===== src/rtl/x86_pkg.sv =====
// Shared x86 encoding definitions: field tags, legacy prefix bytes, REX/escape
// constants, plus the encoder's FSM state and registered request types.
package x86_pkg;

  typedef enum logic [2:0] {
    UNDEFINED     = 3'd0,
    LEGACY_PREFIX = 3'd1,
    REX_PREFIX    = 3'd2,
    OPCODE        = 3'd3,
    MOD_RM        = 3'd4,
    SIB           = 3'd5,
    DISPLACEMENT  = 3'd6,
    IMMEDIATE     = 3'd7
  } inst_field_t;

  localparam logic [7:0] PFX_LOCK   = 8'hF0;
  localparam logic [7:0] PFX_REPNE  = 8'hF2;
  localparam logic [7:0] PFX_REP    = 8'hF3;
  localparam logic [7:0] PFX_CS     = 8'h2E;
  localparam logic [7:0] PFX_SS     = 8'h36;
  localparam logic [7:0] PFX_DS     = 8'h3E;
  localparam logic [7:0] PFX_ES     = 8'h26;
  localparam logic [7:0] PFX_FS     = 8'h64;
  localparam logic [7:0] PFX_GS     = 8'h65;
  localparam logic [7:0] PFX_OPSIZE = 8'h66;
  localparam logic [7:0] PFX_ADSIZE = 8'h67;

  localparam logic [3:0] REX_ID       = 4'b0100;
  localparam logic [7:0] ESC_0F       = 8'h0F;
  localparam int         MAX_INST_LEN = 15;

  // State order is emission order; the encoder relies on it to find the next field.
  typedef enum logic [3:0] {
    ST_IDLE  = 4'd0,
    ST_PFX   = 4'd1,
    ST_REX   = 4'd2,
    ST_ESC   = 4'd3,
    ST_OPC   = 4'd4,
    ST_MODRM = 4'd5,
    ST_SIB   = 4'd6,
    ST_DISP  = 4'd7,
    ST_IMM   = 4'd8
  } enc_state_t;

  typedef struct packed {
    logic        pfx_en;
    logic [7:0]  pfx;
    logic        rex_en;
    logic [3:0]  rex_wrxb;
    logic        esc_en;
    logic [7:0]  opcode;
    logic        modrm_en;
    logic [7:0]  modrm;
    logic        sib_en;
    logic [7:0]  sib;
    logic [2:0]  disp_len;
    logic [31:0] disp;
    logic [3:0]  imm_len;
    logic [63:0] imm;
  } enc_req_t;

endpackage


===== src/rtl/inst_encoder_if.sv =====
// Request and byte-stream signals of the x86 instruction encoder.
interface inst_encoder_if;
  // valid/ready: a transfer happens on a rising clk edge where valid && ready;
  // the source holds its payload stable while valid=1 and ready=0.
  logic        in_valid;
  logic        in_ready;
  logic        pfx_en;
  logic [7:0]  pfx;
  logic        rex_en;
  logic [3:0]  rex_wrxb;
  logic        esc_en;
  logic [7:0]  opcode;
  logic        modrm_en;
  logic [7:0]  modrm;
  logic        sib_en;
  logic [7:0]  sib;
  logic [2:0]  disp_len;
  logic [31:0] disp;
  logic [3:0]  imm_len;
  logic [63:0] imm;
  logic        out_valid;
  logic        out_ready;
  logic [7:0]  out_byte;
  logic        out_last;
  logic [3:0]  inst_len;
  logic        err;

  modport master (
    output in_valid, pfx_en, pfx, rex_en, rex_wrxb, esc_en, opcode, modrm_en, modrm,
           sib_en, sib, disp_len, disp, imm_len, imm, out_ready,
    input  in_ready, out_valid, out_byte, out_last, inst_len, err
  );

  modport slave (
    input  in_valid, pfx_en, pfx, rex_en, rex_wrxb, esc_en, opcode, modrm_en, modrm,
           sib_en, sib, disp_len, disp, imm_len, imm, out_ready,
    output in_ready, out_valid, out_byte, out_last, inst_len, err
  );
endinterface


===== src/rtl/inst_enc_len.sv =====
// Instruction length and legality. Legality checks exist only when
// INST_ENC_CHECK_EN is defined; otherwise nothing is rejected.
module inst_enc_len
  import x86_pkg::*;
#(
  parameter int MAX_LEN = MAX_INST_LEN
) (
  input  logic       pfx_en,
  input  logic       rex_en,
  input  logic       esc_en,
  input  logic       modrm_en,
  input  logic       sib_en,
  input  logic [7:0] modrm,
  input  logic [2:0] disp_len,
  input  logic [3:0] imm_len,
  output logic [3:0] len,
  output logic       reject
);
  logic [4:0] full_len;
  logic       unused_ok;

  assign full_len = {4'd0, pfx_en} + {4'd0, rex_en} + {4'd0, esc_en} + 5'd1
                  + {4'd0, modrm_en} + {4'd0, sib_en} + {2'd0, disp_len} + {1'd0, imm_len};
  assign len = full_len[3:0];

`ifdef INST_ENC_CHECK_EN
  logic sib_bad;
  logic len_bad;
  // A SIB byte only exists behind a memory-form ModRM with rm=100.
  assign sib_bad = sib_en && (!modrm_en || (modrm[2:0] != 3'b100) || (modrm[7:6] == 2'b11));
  assign len_bad = !(disp_len inside {3'd0, 3'd1, 3'd4})
                || !(imm_len inside {4'd0, 4'd1, 4'd2, 4'd4, 4'd8})
                || (int'(full_len) > MAX_LEN);
  assign reject    = sib_bad || len_bad;
  assign unused_ok = ^modrm[5:3];
`else
  assign reject    = 1'b0;
  assign unused_ok = ^{modrm, full_len[4]};
`endif
endmodule


===== src/rtl/inst_encoder.sv =====
// x86 instruction encoder: accepts one field-level request and streams its
// bytes one per handshake. Request checking is enabled by INST_ENC_CHECK_EN.
module inst_encoder
  import x86_pkg::*;
#(
  parameter int MAX_LEN = MAX_INST_LEN
) (
  input  logic          clk,
  input  logic          reset,
  inst_encoder_if.slave bus,
  output enc_state_t    dbg_state,
  output inst_field_t   dbg_field
);
  enc_state_t state, state_d, nxt_field;
  enc_req_t   req_in, req_q;
  logic [3:0] cnt, cnt_d, len_in, len_q;
  logic [8:0] pres_in, pres_q;
  logic [7:0] byte_mux;
  logic       reject, accept, hs, ready_q, err_q, last_in_field, out_last;

  // Bit i set means state i has a byte to emit for this request.
  function automatic logic [8:0] presence(enc_req_t r);
    return {r.imm_len != 4'd0, r.disp_len != 3'd0, r.sib_en, r.modrm_en, 1'b1,
            r.esc_en, r.rex_en, r.pfx_en, 1'b0};
  endfunction

  function automatic enc_state_t next_present(enc_state_t s, logic [8:0] pres);
    enc_state_t n;
    n = ST_IDLE;
    for (int i = 8; i >= 0; i--)
      if (pres[i] && (4'(i) > s)) n = enc_state_t'(4'(i));
    return n;
  endfunction

  assign req_in = '{pfx_en: bus.pfx_en, pfx: bus.pfx, rex_en: bus.rex_en, rex_wrxb: bus.rex_wrxb,
                    esc_en: bus.esc_en, opcode: bus.opcode, modrm_en: bus.modrm_en,
                    modrm: bus.modrm, sib_en: bus.sib_en, sib: bus.sib, disp_len: bus.disp_len,
                    disp: bus.disp, imm_len: bus.imm_len, imm: bus.imm};

  inst_enc_len #(.MAX_LEN(MAX_LEN)) u_len (
    .pfx_en(req_in.pfx_en), .rex_en(req_in.rex_en), .esc_en(req_in.esc_en),
    .modrm_en(req_in.modrm_en), .sib_en(req_in.sib_en), .modrm(req_in.modrm),
    .disp_len(req_in.disp_len), .imm_len(req_in.imm_len), .len(len_in), .reject(reject)
  );

  assign accept    = bus.in_valid && bus.in_ready;
  assign hs        = bus.out_valid && bus.out_ready;
  assign pres_in   = presence(req_in);
  assign pres_q    = presence(req_q);
  assign nxt_field = next_present(state, pres_q);

  always_comb begin
    state_d       = state;
    cnt_d         = cnt;
    last_in_field = 1'b1;
    byte_mux      = 8'h00;
    dbg_field     = UNDEFINED;
    case (state)
      ST_PFX:   begin byte_mux = req_q.pfx;                  dbg_field = LEGACY_PREFIX; end
      ST_REX:   begin byte_mux = {REX_ID, req_q.rex_wrxb};   dbg_field = REX_PREFIX;    end
      ST_ESC:   begin byte_mux = ESC_0F;                     dbg_field = OPCODE;        end
      ST_OPC:   begin byte_mux = req_q.opcode;               dbg_field = OPCODE;        end
      ST_MODRM: begin byte_mux = req_q.modrm;                dbg_field = MOD_RM;        end
      ST_SIB:   begin byte_mux = req_q.sib;                  dbg_field = SIB;           end
      ST_DISP: begin
        byte_mux      = req_q.disp[{cnt[1:0], 3'b000} +: 8];
        last_in_field = (cnt == ({1'b0, req_q.disp_len} - 4'd1));
        dbg_field     = DISPLACEMENT;
      end
      ST_IMM: begin
        byte_mux      = req_q.imm[{cnt[2:0], 3'b000} +: 8];
        last_in_field = (cnt == (req_q.imm_len - 4'd1));
        dbg_field     = IMMEDIATE;
      end
      default: ;
    endcase
    out_last = (state != ST_IDLE) && last_in_field && (nxt_field == ST_IDLE);

    if (state == ST_IDLE) begin
      if (accept && !reject) begin
        state_d = next_present(ST_IDLE, pres_in);
        cnt_d   = '0;
      end
    end else if (hs) begin
      if (last_in_field) begin
        state_d = nxt_field;
        cnt_d   = '0;
      end else begin
        cnt_d = cnt + 4'd1;
      end
    end
  end

  always_ff @(posedge clk or negedge reset) begin
    if (!reset) begin
      state   <= ST_IDLE;
      cnt     <= '0;
      req_q   <= '0;
      len_q   <= '0;
      err_q   <= 1'b0;
      ready_q <= 1'b0;
    end else begin
      state   <= state_d;
      cnt     <= cnt_d;
      ready_q <= 1'b1;
      err_q   <= accept && reject;
      if (accept && !reject) begin
        req_q <= req_in;
        len_q <= len_in;
      end
    end
  end

  assign bus.in_ready  = (state == ST_IDLE) && ready_q;
  assign bus.out_valid = (state != ST_IDLE);
  assign bus.out_byte  = byte_mux;
  assign bus.out_last  = out_last;
  assign bus.inst_len  = len_q;
  assign bus.err       = err_q;
  assign dbg_state     = state;
endmodule


===== src/flat_wrapper.sv =====
// flat-port wrapper written by rule: the top's interface ports become plain ports
module inst_encoder_flat import x86_pkg::*;
#(
  parameter int MAX_LEN = MAX_INST_LEN
)
  (clk, reset, dbg_state, dbg_field, bus_in_valid, bus_pfx_en, bus_pfx, bus_rex_en, bus_rex_wrxb, bus_esc_en, bus_opcode, bus_modrm_en, bus_modrm, bus_sib_en, bus_sib, bus_disp_len, bus_disp, bus_imm_len, bus_imm, bus_out_ready, bus_in_ready, bus_out_valid, bus_out_byte, bus_out_last, bus_inst_len, bus_err);
  inst_encoder_if bus_i ();
  input  logic clk;
  input  logic reset;
  output enc_state_t dbg_state;
  output inst_field_t dbg_field;
  input wire logic [$bits(bus_i.in_valid)-1:0] bus_in_valid;
  input wire logic [$bits(bus_i.pfx_en)-1:0] bus_pfx_en;
  input wire logic [$bits(bus_i.pfx)-1:0] bus_pfx;
  input wire logic [$bits(bus_i.rex_en)-1:0] bus_rex_en;
  input wire logic [$bits(bus_i.rex_wrxb)-1:0] bus_rex_wrxb;
  input wire logic [$bits(bus_i.esc_en)-1:0] bus_esc_en;
  input wire logic [$bits(bus_i.opcode)-1:0] bus_opcode;
  input wire logic [$bits(bus_i.modrm_en)-1:0] bus_modrm_en;
  input wire logic [$bits(bus_i.modrm)-1:0] bus_modrm;
  input wire logic [$bits(bus_i.sib_en)-1:0] bus_sib_en;
  input wire logic [$bits(bus_i.sib)-1:0] bus_sib;
  input wire logic [$bits(bus_i.disp_len)-1:0] bus_disp_len;
  input wire logic [$bits(bus_i.disp)-1:0] bus_disp;
  input wire logic [$bits(bus_i.imm_len)-1:0] bus_imm_len;
  input wire logic [$bits(bus_i.imm)-1:0] bus_imm;
  input wire logic [$bits(bus_i.out_ready)-1:0] bus_out_ready;
  output wire logic [$bits(bus_i.in_ready)-1:0] bus_in_ready;
  output wire logic [$bits(bus_i.out_valid)-1:0] bus_out_valid;
  output wire logic [$bits(bus_i.out_byte)-1:0] bus_out_byte;
  output wire logic [$bits(bus_i.out_last)-1:0] bus_out_last;
  output wire logic [$bits(bus_i.inst_len)-1:0] bus_inst_len;
  output wire logic [$bits(bus_i.err)-1:0] bus_err;
  assign bus_i.in_valid = bus_in_valid;
  assign bus_i.pfx_en = bus_pfx_en;
  assign bus_i.pfx = bus_pfx;
  assign bus_i.rex_en = bus_rex_en;
  assign bus_i.rex_wrxb = bus_rex_wrxb;
  assign bus_i.esc_en = bus_esc_en;
  assign bus_i.opcode = bus_opcode;
  assign bus_i.modrm_en = bus_modrm_en;
  assign bus_i.modrm = bus_modrm;
  assign bus_i.sib_en = bus_sib_en;
  assign bus_i.sib = bus_sib;
  assign bus_i.disp_len = bus_disp_len;
  assign bus_i.disp = bus_disp;
  assign bus_i.imm_len = bus_imm_len;
  assign bus_i.imm = bus_imm;
  assign bus_i.out_ready = bus_out_ready;
  assign bus_in_ready = bus_i.in_ready;
  assign bus_out_valid = bus_i.out_valid;
  assign bus_out_byte = bus_i.out_byte;
  assign bus_out_last = bus_i.out_last;
  assign bus_inst_len = bus_i.inst_len;
  assign bus_err = bus_i.err;
  inst_encoder #(.MAX_LEN(MAX_LEN)) u_core (.clk(clk), .reset(reset), .bus(bus_i), .dbg_state(dbg_state), .dbg_field(dbg_field));
endmodule

===== config.mk =====
export PLATFORM = sky130hd
export DESIGN_NAME = inst_encoder_flat
export DESIGN_NICKNAME = d
export VERILOG_FILES = /design/src/rtl/x86_pkg.sv /design/src/rtl/inst_encoder_if.sv /design/src/rtl/inst_enc_len.sv /design/src/rtl/inst_encoder.sv /design/src/flat_wrapper.sv
export SDC_FILE = /design/constraint.sdc
export NUM_CORES = 1
export LEC_CHECK = 0
export ABC_AREA = 1
export BUFFER_PORTS_ARGS = -buffer_cell sky130_fd_sc_hd__buf_2
export CORE_UTILIZATION = 30
export CTS_BUF_LIST = sky130_fd_sc_hd__clkbuf_8
export DETAILED_ROUTE_END_ITERATION = 7
export GPL_TIMING_DRIVEN = 0
export SKIP_CTS_REPAIR_TIMING = 1
export SYNTH_ARGS = -nofsm -noshare
export SYNTH_HDL_FRONTEND = slang
export SYNTH_HIERARCHICAL = 1
export SYNTH_SLANG_ARGS = --single-unit

===== constraint.sdc =====
create_clock -name clk -period 2.77 [get_ports clk]
set_clock_uncertainty 0.1 [all_clocks]
set_input_delay 0.4155 -clock clk [delete_from_list [all_inputs] [get_ports clk]]
set_output_delay 0.4155 -clock clk [all_outputs]
set_load 0.01 [all_outputs]

== Word-level counts from Yosys, hierarchy flattened ==
Index checks and enable logic that the tools add are counted.
W data, S select, Z words.
Storage, ports and cells
  logic and storage cells: 93
  flip-flop bits (word level): 157
Cells by class
  reduce and logical (&&, ||, !) cells: 22
  order comparisons: 8
  equal/unequal tests: 11
  shifts and indexed selects: 2
  add/subtract/negate cells: 10
  multiplexer cells: 22
Operator list (count)
  $mux W4: 16
  $pmux W8 S8: 1
  $shiftx A64 B7 Y8: 1
  $shiftx A32 B6 Y8: 1
  $pmux W3 S7: 1
  $eq A4 B3 Y1 const B: 4
  $gt A3 B4 Y1 const A: 4
  $logic_and A1 B1 Y1: 12
  $mux W3: 3
  $add A4 B1 Y4: 2
  $add A4 B1 Y4 const B: 2
  $eq A4 B2 Y1 const B: 2
  $eq A4 B4 Y1: 2
  $gt A2 B4 Y1 const A: 2
  $logic_not A4 Y1: 2
  $reduce_bool A4 Y1: 2
  $add A4 B3 Y4: 1
  $add A4 B4 Y4: 1
  $eq A4 B1 Y1 const B: 1
  $eq A4 B4 Y1 const B: 1
  $gt A1 B4 Y1 const A: 1
  $gt A4 B4 Y1 const A: 1
  $reduce_bool A2 Y1: 2
  $sub A3 B1 Y4 const B: 1
  other kinds (9): 9

== Depth between registers and ports, before layout ==
Gate-level depths: netlist of the first run.
  depth in word-level cells: 13
  gate-level depth with buffers: 19

== By module ==
Netlist of the first run, hierarchy kept.
By module, submodules not included
  inst_encoder: cells an instance 968, area an instance 7551.0 µm², times used 1
  inst_enc_len: cells an instance 52, area an instance 344.1 µm², times used 1

== Worst setup path after synthesis of the first run ==
OpenSTA, ideal clock, no wires.
  kind: input -> register
  from: input bus_pfx_en
  to: register u_core.len_q[2], in the netlist u_core/bus.inst_len[2]
  stages on the path: 10
  path slack: 0.048 ns
  buffers on the path: 0
  data arrival time: 2.505 ns
  cells stage by stage: inv_1 > ha_1 > fa_1 > fa_1 > inv_1 > ha_1 > fa_1 > xor2_1 > nand2_1 > nand2_1
Between the ends
  word-level cells in the longest chain between the ends: 7
Ends and longest elaborated chain
  start: declaration: line flat_wrapper.sv:13  | input wire logic [$bits(bus_i.pfx_en)-1:0] bus_pfx_en;
  $add A1 B1 Y2: line inst_enc_len.sv:22  | assign full_len = {4'd0, pfx_en} + {4'd0, rex_en} + {4'd0, esc_en} + 5'd1
  $add A2 B1 Y3: line inst_enc_len.sv:22
  $add A4 B1 Y4: line inst_enc_len.sv:22
  $add A4 B1 Y4 (2 in a row): line inst_enc_len.sv:23  | + {4'd0, modrm_en} + {4'd0, sib_en} + {2'd0, disp_len} + {1'd0, imm_len};
  $add A4 B3 Y4: line inst_enc_len.sv:23
  $add A4 B4 Y4: line inst_enc_len.sv:23
  via u_core.len_in[2]: line inst_encoder.sv:16  | logic [3:0] cnt, cnt_d, len_in, len_q;
  end signal: assignment: line inst_encoder.sv:109  | len_q <= len_in;
  end: declaration: line inst_encoder.sv:16
The timed path passes the listed nets, and every way through them passes these cells.
A chain may end at the register's enable or synchronous reset.

== Worst setup path after layout of the first run ==
  from: register u_core.state[1], in the netlist u_core/dbg_state[1]
  to: output bus_out_last
Between the ends
  word-level cells in the longest chain between the ends: 12
Ends and longest elaborated chain
  start: declaration: line inst_encoder.sv:14  | enc_state_t state, state_d, nxt_field;
  start signal: assignment: line inst_encoder.sv:103  | state <= state_d;
  $gt A4 B4 Y1: line inst_encoder.sv:31  | if (pres[i] && (4'(i) > s)) n = enc_state_t'(4'(i));
  $logic_and A1 B1 Y1: line inst_encoder.sv:31
  $mux W4 (8 in a row): line inst_encoder.sv:31
  $logic_not A4 Y1: line inst_encoder.sv:77  | out_last = (state != ST_IDLE) && last_in_field && (nxt_field == ST_IDLE);
  $logic_and A1 B1 Y1 (*): line inst_encoder.sv:77
  end: declaration: line flat_wrapper.sv:31  | output wire logic [$bits(bus_i.out_last)-1:0] bus_out_last;
Mark *: on every way between the ends. The rest lies on a longest branch, timed or not.

==> results of run 1 <==
how the worst max path moves through the flow:
stage	from	to	slack, ns	cells past startpoint
6_report	u_core/dbg_state[1]	bus_out_last	-0.30	15
5_1_grt	u_core/dbg_state[1]	bus_out_last	-0.50	16
3_5_place_dp	u_core/cnt[0]	bus_out_byte[6]	-0.24	8
3_3_place_gp	reset	u_core/req_q[25]	-1.36	1
4_1_cts	u_core/cnt[0]	bus_out_byte[6]	-0.76	8
2_1_floorplan	bus_pfx_en	u_core/bus.inst_len[2]	0.05	10
power by group through the flow:
stage / logic [mW] / clock network, mW / registers, mW
floorplan: 2.41 / 0 / 3.74
global placement: 3.56 / 0 / 3.90
detailed placement: 3.64 / 0 / 3.92
CTS: 3.65 / 1.82 / 3.89
global route: 4.74 / 1.90 / 4.27
finish: 4.20 / 1.77 / 4.14
per-layer routing:
metal / GRT usage [%] / vias up / part of all wire [%]
li1: - / 3656 / -
met4: 6.86 / 0 / 2.7
met5: 0 / - / 0
met1: 26.9 / 3455 / 45
met2: 30.1 / 285 / 44
met3: 4.87 / 43 / 8.2
through the flow:
step	area, µm²	cells	util [%]	total power [mW]
detailed placement	9200	1526	35.5	7.56
floorplan	7900	1020	-	6.16
global placement	9170	1525	35.4	7.47
global route	9960	1577	38.4	10.9
finish	9960	1577	38.4	10.1
CTS	9610	1558	37.1	9.36
kinds of logic (layout without fill, tap and decap cells):
logic type	count (synthesis)	in the layout	share of synthesized area, %
compound gates	120	120	9.30
xor+xnor	4	4	0.444
fa+ha+maj	15	15	2.66
buf+inv	108	330	6.97
flops	158	158	50.1
other cells	2	2	0.0951
simple gates	613	613	30.4
synth_stat cells, drive strengths merged:
library cell  number
xor2               4
a31oi              1
a221oi            12
o211ai             5
nor2              80
a22o               3
clkinv             3
o22ai             14
inv               53
nor4               1
nand3b             1
fa                 3
nand2            493
o221ai            11
o21ai             67
ha                12
clkbuf            22
dfrtp            158
nand4              7
buf               30
o31ai              2
conb               2
nand3             29
a21oi              5
nor3               2
tightest hold or removal path: cells and delay by family:
kind	cells	cell delay (ns)
buffers and inverters	1	0.08
AND/OR/NAND/NOR	2	0.09
layout make-up:
type	count	area, µm²
fillers	2729	15900
flip-flops and latches	158	3960
multi-input cells	754	3540
repair buffers	193	1070
well taps	335	419
plain buffers	49	352
clock buffers	17	234
inverters	56	216
clock inverters	15	174
sequential cells by signal (all words and copies together) (netlist names):
| name | flops |
|---|---|
| u_core/req_q | 139 |
| u_core/pres_q | 5 |
| u_core/bus.inst_len | 4 |
| u_core/cnt | 4 |
| u_core/dbg_state | 4 |
| u_core/bus.err | 1 |
| u_core/ready_q | 1 |
==> flow_summary_export.csv, run 1 <==
group,metric,value,unit
status,status,"finished with violations",
status,violations,"negative setup slack",
final_layout,layout_commonest_cell,"nand2_1",
pwr,switchingPower,4.31,mW
worst_setup_path,regToRegSetupSlack,0.31,ns
worst_setup_path,crit_chain,"nor2_4 -> nand2_4 -> inv_4 -> nand2_2 -> nand2_2 -> inv_2 -> ha_4 -> xor2_1 -> nand3_1 -> nor2_2 -> nand3_2 -> nand2_2 -> nand2_2 -> nor2_2 -> buf_2",
timing,finalCriticalPeriod,3.07,ns
pwr,p_per_area,1020,nW/µm²
placement,dp_slack,-0.237,ns
worst_setup_path,required,2.25,ns
synth,ys_warn_count,6,
detailed_routing,dr_total_vias,7439,
detailed_routing,via_per_inst,4.72,
timing,setup_tns,-0.987,ns
final_layout,antenna_cells,0,
global_routing,grt_usage,19.7,%
detailed_routing,drt-initial-drc-count,558,
final_layout,drive_above_1_share,25.8,%
detailed_routing,drc,0,
pwr,swShare,42.6,%
timing,relSlewSlack,56.7,%
synth,yosysTopAreaCell,"dfrtp_1",
global_routing,antenna_found_initial,0,
timing,rsz0062_at_grt,"yes",
pwr,p_seq_share,40.9,%
clock_network,clock-sinks,158,
pwr,pwr-share-clk,17.5,%
worst_setup_path,path_common_cell,"nand2_2",
clock_network,cts_buffers,17,
die,rows,59,
hold_path,holdPathStages,3,
detailed_routing,drt-total-wl,25.8,mm
timing,hold_violations,0,
pwr,ir_drop,0.413,mV
pwr,p_int,5.81,mW
timing,timing.hold.ws,0.0446,ns
clock_network,clockRootBuffer,"clkbuf_8",
die,die_y,164,µm
synth,netlist_instances,1020,
timing,fmax,0.326,GHz
worst_setup_path,crit_family,"simple AND/OR/NAND/NOR gates",
die,die_w,164,µm
global_routing,gr-total-overflow,0,
worst_setup_path,startpoint_type,"register",
final_layout,final_cell_mix,"nand2_1, buf_2, dfrtp_1",
pwr,p_comb_share,41.6,%
timing,slew_violations,0,
worst_setup_path,r2r_end,"u_core/cnt[3]",
detailed_routing,wl_per_cell,16.4,µm
worst_setup_path,r2r-start,"u_core/dbg_state[1]",
synth,synth_top_cell_area_share,50.1,%
timing,finalSetupViolCount,10,
global_routing,grt_start_max_net_pins,82,
worst_setup_path,cp-end-kind,"primary output",
detailed_routing,first_pass_iters,5,
clock_network,h-tree-depth,4,
die,pin_count,171,
worst_setup_path,max_stage_delay,0.47,ns
worst_setup_path,slowest_stage,"dfrtp_2",
global_routing,grt_first_pass_wirelength,39.1,mm
synth,synth_fp_nets,1183,
clock_network,clk_pin_slew,0.11,ns
placement,port_buffers,170,
die,die-area,27000,µm²
synth,ys_types,32,
final_layout,fin_nets,1392,
synth,netlist_area,7900,µm²
clock_network,cts_tree,"built",
placement,hpwlAfterDp,19.5,mm
run,max_cap_viol_count,0,
hold_path,hold_path.class,"in -> reg",
die,core,25900,µm²
clock_network,cts_buffer_depth,2,
worst_setup_path,crit_buf_inv,3,
placement,gp_congestion,0.892,
synth,avgSynthCellArea,7.74,µm²
die,initial_core_util,30.5,%
hold_path,worstHoldStart,"bus_imm[31]",
timing,worst_slack,-0.298,ns
worst_setup_path,crit_arrival,2.55,ns
worst_setup_path,crit_fanout,6,
synth,synth-seq-cells,158,
hold_path,hold_end,"u_core/req_q[31]",
timing,period_share,111,%
global_routing,grt_pass1_vias,7076,
pwr,p_leak,5.47,nW
synth,ys_top_cells_by_area,"dfrtp_1, nand2_1, o21ai_0, nor2_1, inv_1",
worst_setup_path,critical_path_class,"reg -> out",
timing,worstMarginPinSlew,0.649,ns
clock_network,insertion_delay,0.46,ns
synth,yosysSeqAreaShare,50.1,%
worst_setup_path,rr_worst_depth,17,
final_layout,syn2layout_area_growth,26.2,%
detailed_routing,antenna_left,0,
No activity file was read; power rests on OpenSTA's default activity.
==> run 2, diff against run 1 <==
--- a/config.mk
+++ b/config.mk
@@ -7,8 +7,9 @@
 export LEC_CHECK = 0
 export ABC_AREA = 1
 export BUFFER_PORTS_ARGS = -buffer_cell sky130_fd_sc_hd__buf_2
-export CORE_UTILIZATION = 30
+export CORE_UTILIZATION = 37
 export CTS_BUF_LIST = sky130_fd_sc_hd__clkbuf_8
+export CTS_CLUSTER_SIZE = 24
 export DETAILED_ROUTE_END_ITERATION = 7
 export GPL_TIMING_DRIVEN = 0
 export SKIP_CTS_REPAIR_TIMING = 1
==> run 2 against run 1 <==
The run still ends with negative setup slack left. Critical path depth increased by 1. Sequential cell count unchanged. Count of clock-buffer cells in the layout increased by 1. Sequential power decreased by 4%. Global-route usage increased by 3.2 points. Utilization increased by 9.2 points. Worst hold slack improved by 0.0091 ns. Die area decreased by 19%. Largest cell class unchanged.
==> flow_summary_export.csv, run 2 (synthesis gave the netlist of run 1 again) <==
group,metric,value,unit
status,status,"finished with violations",
status,violations,"negative setup slack",
final_layout,antenna_cells,0,
worst_setup_path,crit_fanout,5,
final_layout,stdcell_area,9990,µm²
timing,relSlewSlack,62.6,%
timing,worstMarginPinSlew,0.561,ns
final_layout,fin_nets,1395,
clock_network,cts_tree,"built",
worst_setup_path,crit_arrival,2.57,ns
die,die_w,148,µm
global_routing,grt_pass1_vias,6870,
placement,port_buffers,170,
worst_setup_path,rr_worst_depth,18,
die,pin_count,171,
die,die_y,148,µm
clock_network,cts_buffer_depth,2,
timing,finalSetupViolCount,9,
final_layout,final_cell_mix,"nand2_1, buf_2, dfrtp_1",
pwr,p_comb_share,41.6,%
global_routing,grt_first_pass_wirelength,37.6,mm
hold_path,holdPathStages,3,
global_routing,grt_usage,22.9,%
detailed_routing,drt-initial-drc-count,650,
global_routing,grt_start_max_net_pins,95,
worst_setup_path,required,2.25,ns
worst_setup_path,crit_family,"simple AND/OR/NAND/NOR gates",
placement,dp_cells,1466,
placement,hpwlAfterDp,18.2,mm
timing,slew_violations,0,
pwr,swShare,40.7,%
detailed_routing,via_per_inst,4.99,
pwr,p_per_area,999,nW/µm²
detailed_routing,dr_total_vias,7574,
die,core,21000,µm²
run,max_cap_viol_count,0,
pwr,pwr-share-clk,18.7,%
detailed_routing,antenna_left,0,
clock_network,h-tree-depth,4,
worst_setup_path,critical_path_class,"reg -> out",
clock_network,clk_pin_slew,0.08,ns
final_layout,final_util,47.7,%
timing,worst_slack,-0.316,ns
final_layout,largest_reg_flops,139,
die,initial_core_util,37.7,%
detailed_routing,wl_per_cell,16.5,µm
worst_setup_path,regToRegSetupSlack,0.25,ns
worst_setup_path,path_common_cell,"nand2_2",
hold_path,hold_end,"u_core/req_q[73]",
final_layout,n_fill_cell,2154,
global_routing,gr-total-overflow,0,
placement,gp_congestion,0.840,
worst_setup_path,max_stage_delay,0.45,ns
worst_setup_path,crit_chain,"inv_2 -> nor2_4 -> nand2_4 -> inv_4 -> nand2_2 -> nand2_2 -> inv_2 -> ha_4 -> xor2_2 -> nand3_1 -> nor2_1 -> nand3_1 -> nand2_2 -> nand2_2 -> nor2_2 -> buf_2",
timing,rsz0062_at_grt,"yes",
timing,hold_violations,0,
detailed_routing,first_pass_iters,5,
worst_setup_path,r2r-start,"u_core/dbg_state[3]",
die,rows,53,
final_layout,drive_above_1_share,26.2,%
pwr,switchingPower,4.06,mW
pwr,p_int,5.92,mW
pwr,p_leak,5.53,nW
worst_setup_path,startpoint_type,"register",
global_routing,antenna_found_initial,0,
pwr,p_seq_share,39.7,%
final_layout,syn2layout_area_growth,26.5,%
detailed_routing,drc,0,
timing,period_share,111,%
final_layout,stdcell_count,1518,
timing,fmax,0.324,GHz
final_layout,regMostFlops,"u_core/req_q",
timing,finalCriticalPeriod,3.09,ns
worst_setup_path,crit_buf_inv,4,
clock_network,cts_buffers,17,
worst_setup_path,cp-end-kind,"primary output",
pwr,finalPower,9.98,mW
worst_setup_path,r2r_end,"u_core/cnt[3]",
placement,placed_area,9130,µm²
hold_path,hold_path.class,"in -> reg",
worst_setup_path,slowest_stage,"dfrtp_2",
final_layout,layout_commonest_cell,"nand2_1",
clock_network,clockRootBuffer,"clkbuf_8",
hold_path,worstHoldStart,"bus_disp[5]",
timing,timing.hold.ws,0.0537,ns
clock_network,insertion_delay,0.45,ns
pwr,ir_drop,0.363,mV
die,die-area,21900,µm²
clock_network,clock-sinks,158,
detailed_routing,drt-total-wl,25.1,mm
==> run 2: cell type report <==
| class | count | area, µm² | area share (%) |
|---|---|---|---|
| Sequential cell | 158 | 3960 | 39.7 |
| Tap cell | 275 | 344 | 3.44 |
| Timing Repair Buffer | 196 | 1090 | 10.9 |
| Clock buffer | 18 | 248 | 2.48 |
| Clock inverter | 12 | 171 | 1.72 |
| Inverter | 56 | 220 | 2.20 |
| Multi-Input combinational cell | 754 | 3580 | 35.9 |
| Buffer | 49 | 368 | 3.68 |
==> run 2: worst reg2reg max path, cell delays in order (launching register included) <==
cell,delay [ns]
dfrtp_2,0.45
inv_2,0.09
nor2_4,0.17
nand2_4,0.10
inv_4,0.07
nand2_2,0.04
nand2_2,0.08
inv_2,0.05
ha_4,0.15
xor2_2,0.14
nand3b_1,0.16
nand2_1,0.06
nor2_1,0.04
nand3_1,0.08
nand2_2,0.08
buf_4,0.14
nor2_1,0.24
nand3_1,0.12
o21ai_1,0.10
==> run 2: worst max-delay path by stage <==
stage / slack [ns] / startpoint / end / cells past startpoint
6_report: -0.32 / u_core/dbg_state[3] / bus_out_last / 16
5_1_grt: -0.47 / u_core/dbg_state[3] / bus_out_last / 16
2_1_floorplan: 0.05 / bus_pfx_en / u_core/bus.inst_len[2] / 10
4_1_cts: -0.66 / u_core/cnt[0] / bus_out_byte[4] / 8
3_3_place_gp: -1.35 / reset / u_core/req_q[106] / 1
3_5_place_dp: -0.17 / bus_esc_en / u_core/bus.inst_len[2] / 11
==> run 2: stage by stage <==
stage | setup slack, ns | TNS (ns)
final | -0.316 | -1.56
after floorplan | 0.0482 | 0
after detailed placement | -0.171 | -0.872
after global placement | -1.35 | -212.48
after global routing | -0.475 | -2.72
after CTS | -0.665 | -5.41
==> run 2: routing by layer <==
layer / vias up / wire, µm / global-route usage [%]
met5: - / 0 / 0
met4: 0 / 412 / 7.58
met3: 26 / 1660 / 3.80
met2: 287 / 11500 / 35.0
met1: 3592 / 11500 / 32.9
li1: 3669 / - / -
==> run 2: power by group through the flow <==
stage	sequential (mW)	clock [mW]	combinational (mW)
floorplan	3.74	0	2.41
global placement	3.92	0	3.51
detailed placement	3.92	0	3.59
CTS	3.89	1.90	3.59
global route	4.07	1.99	4.63
finish	3.96	1.86	4.15
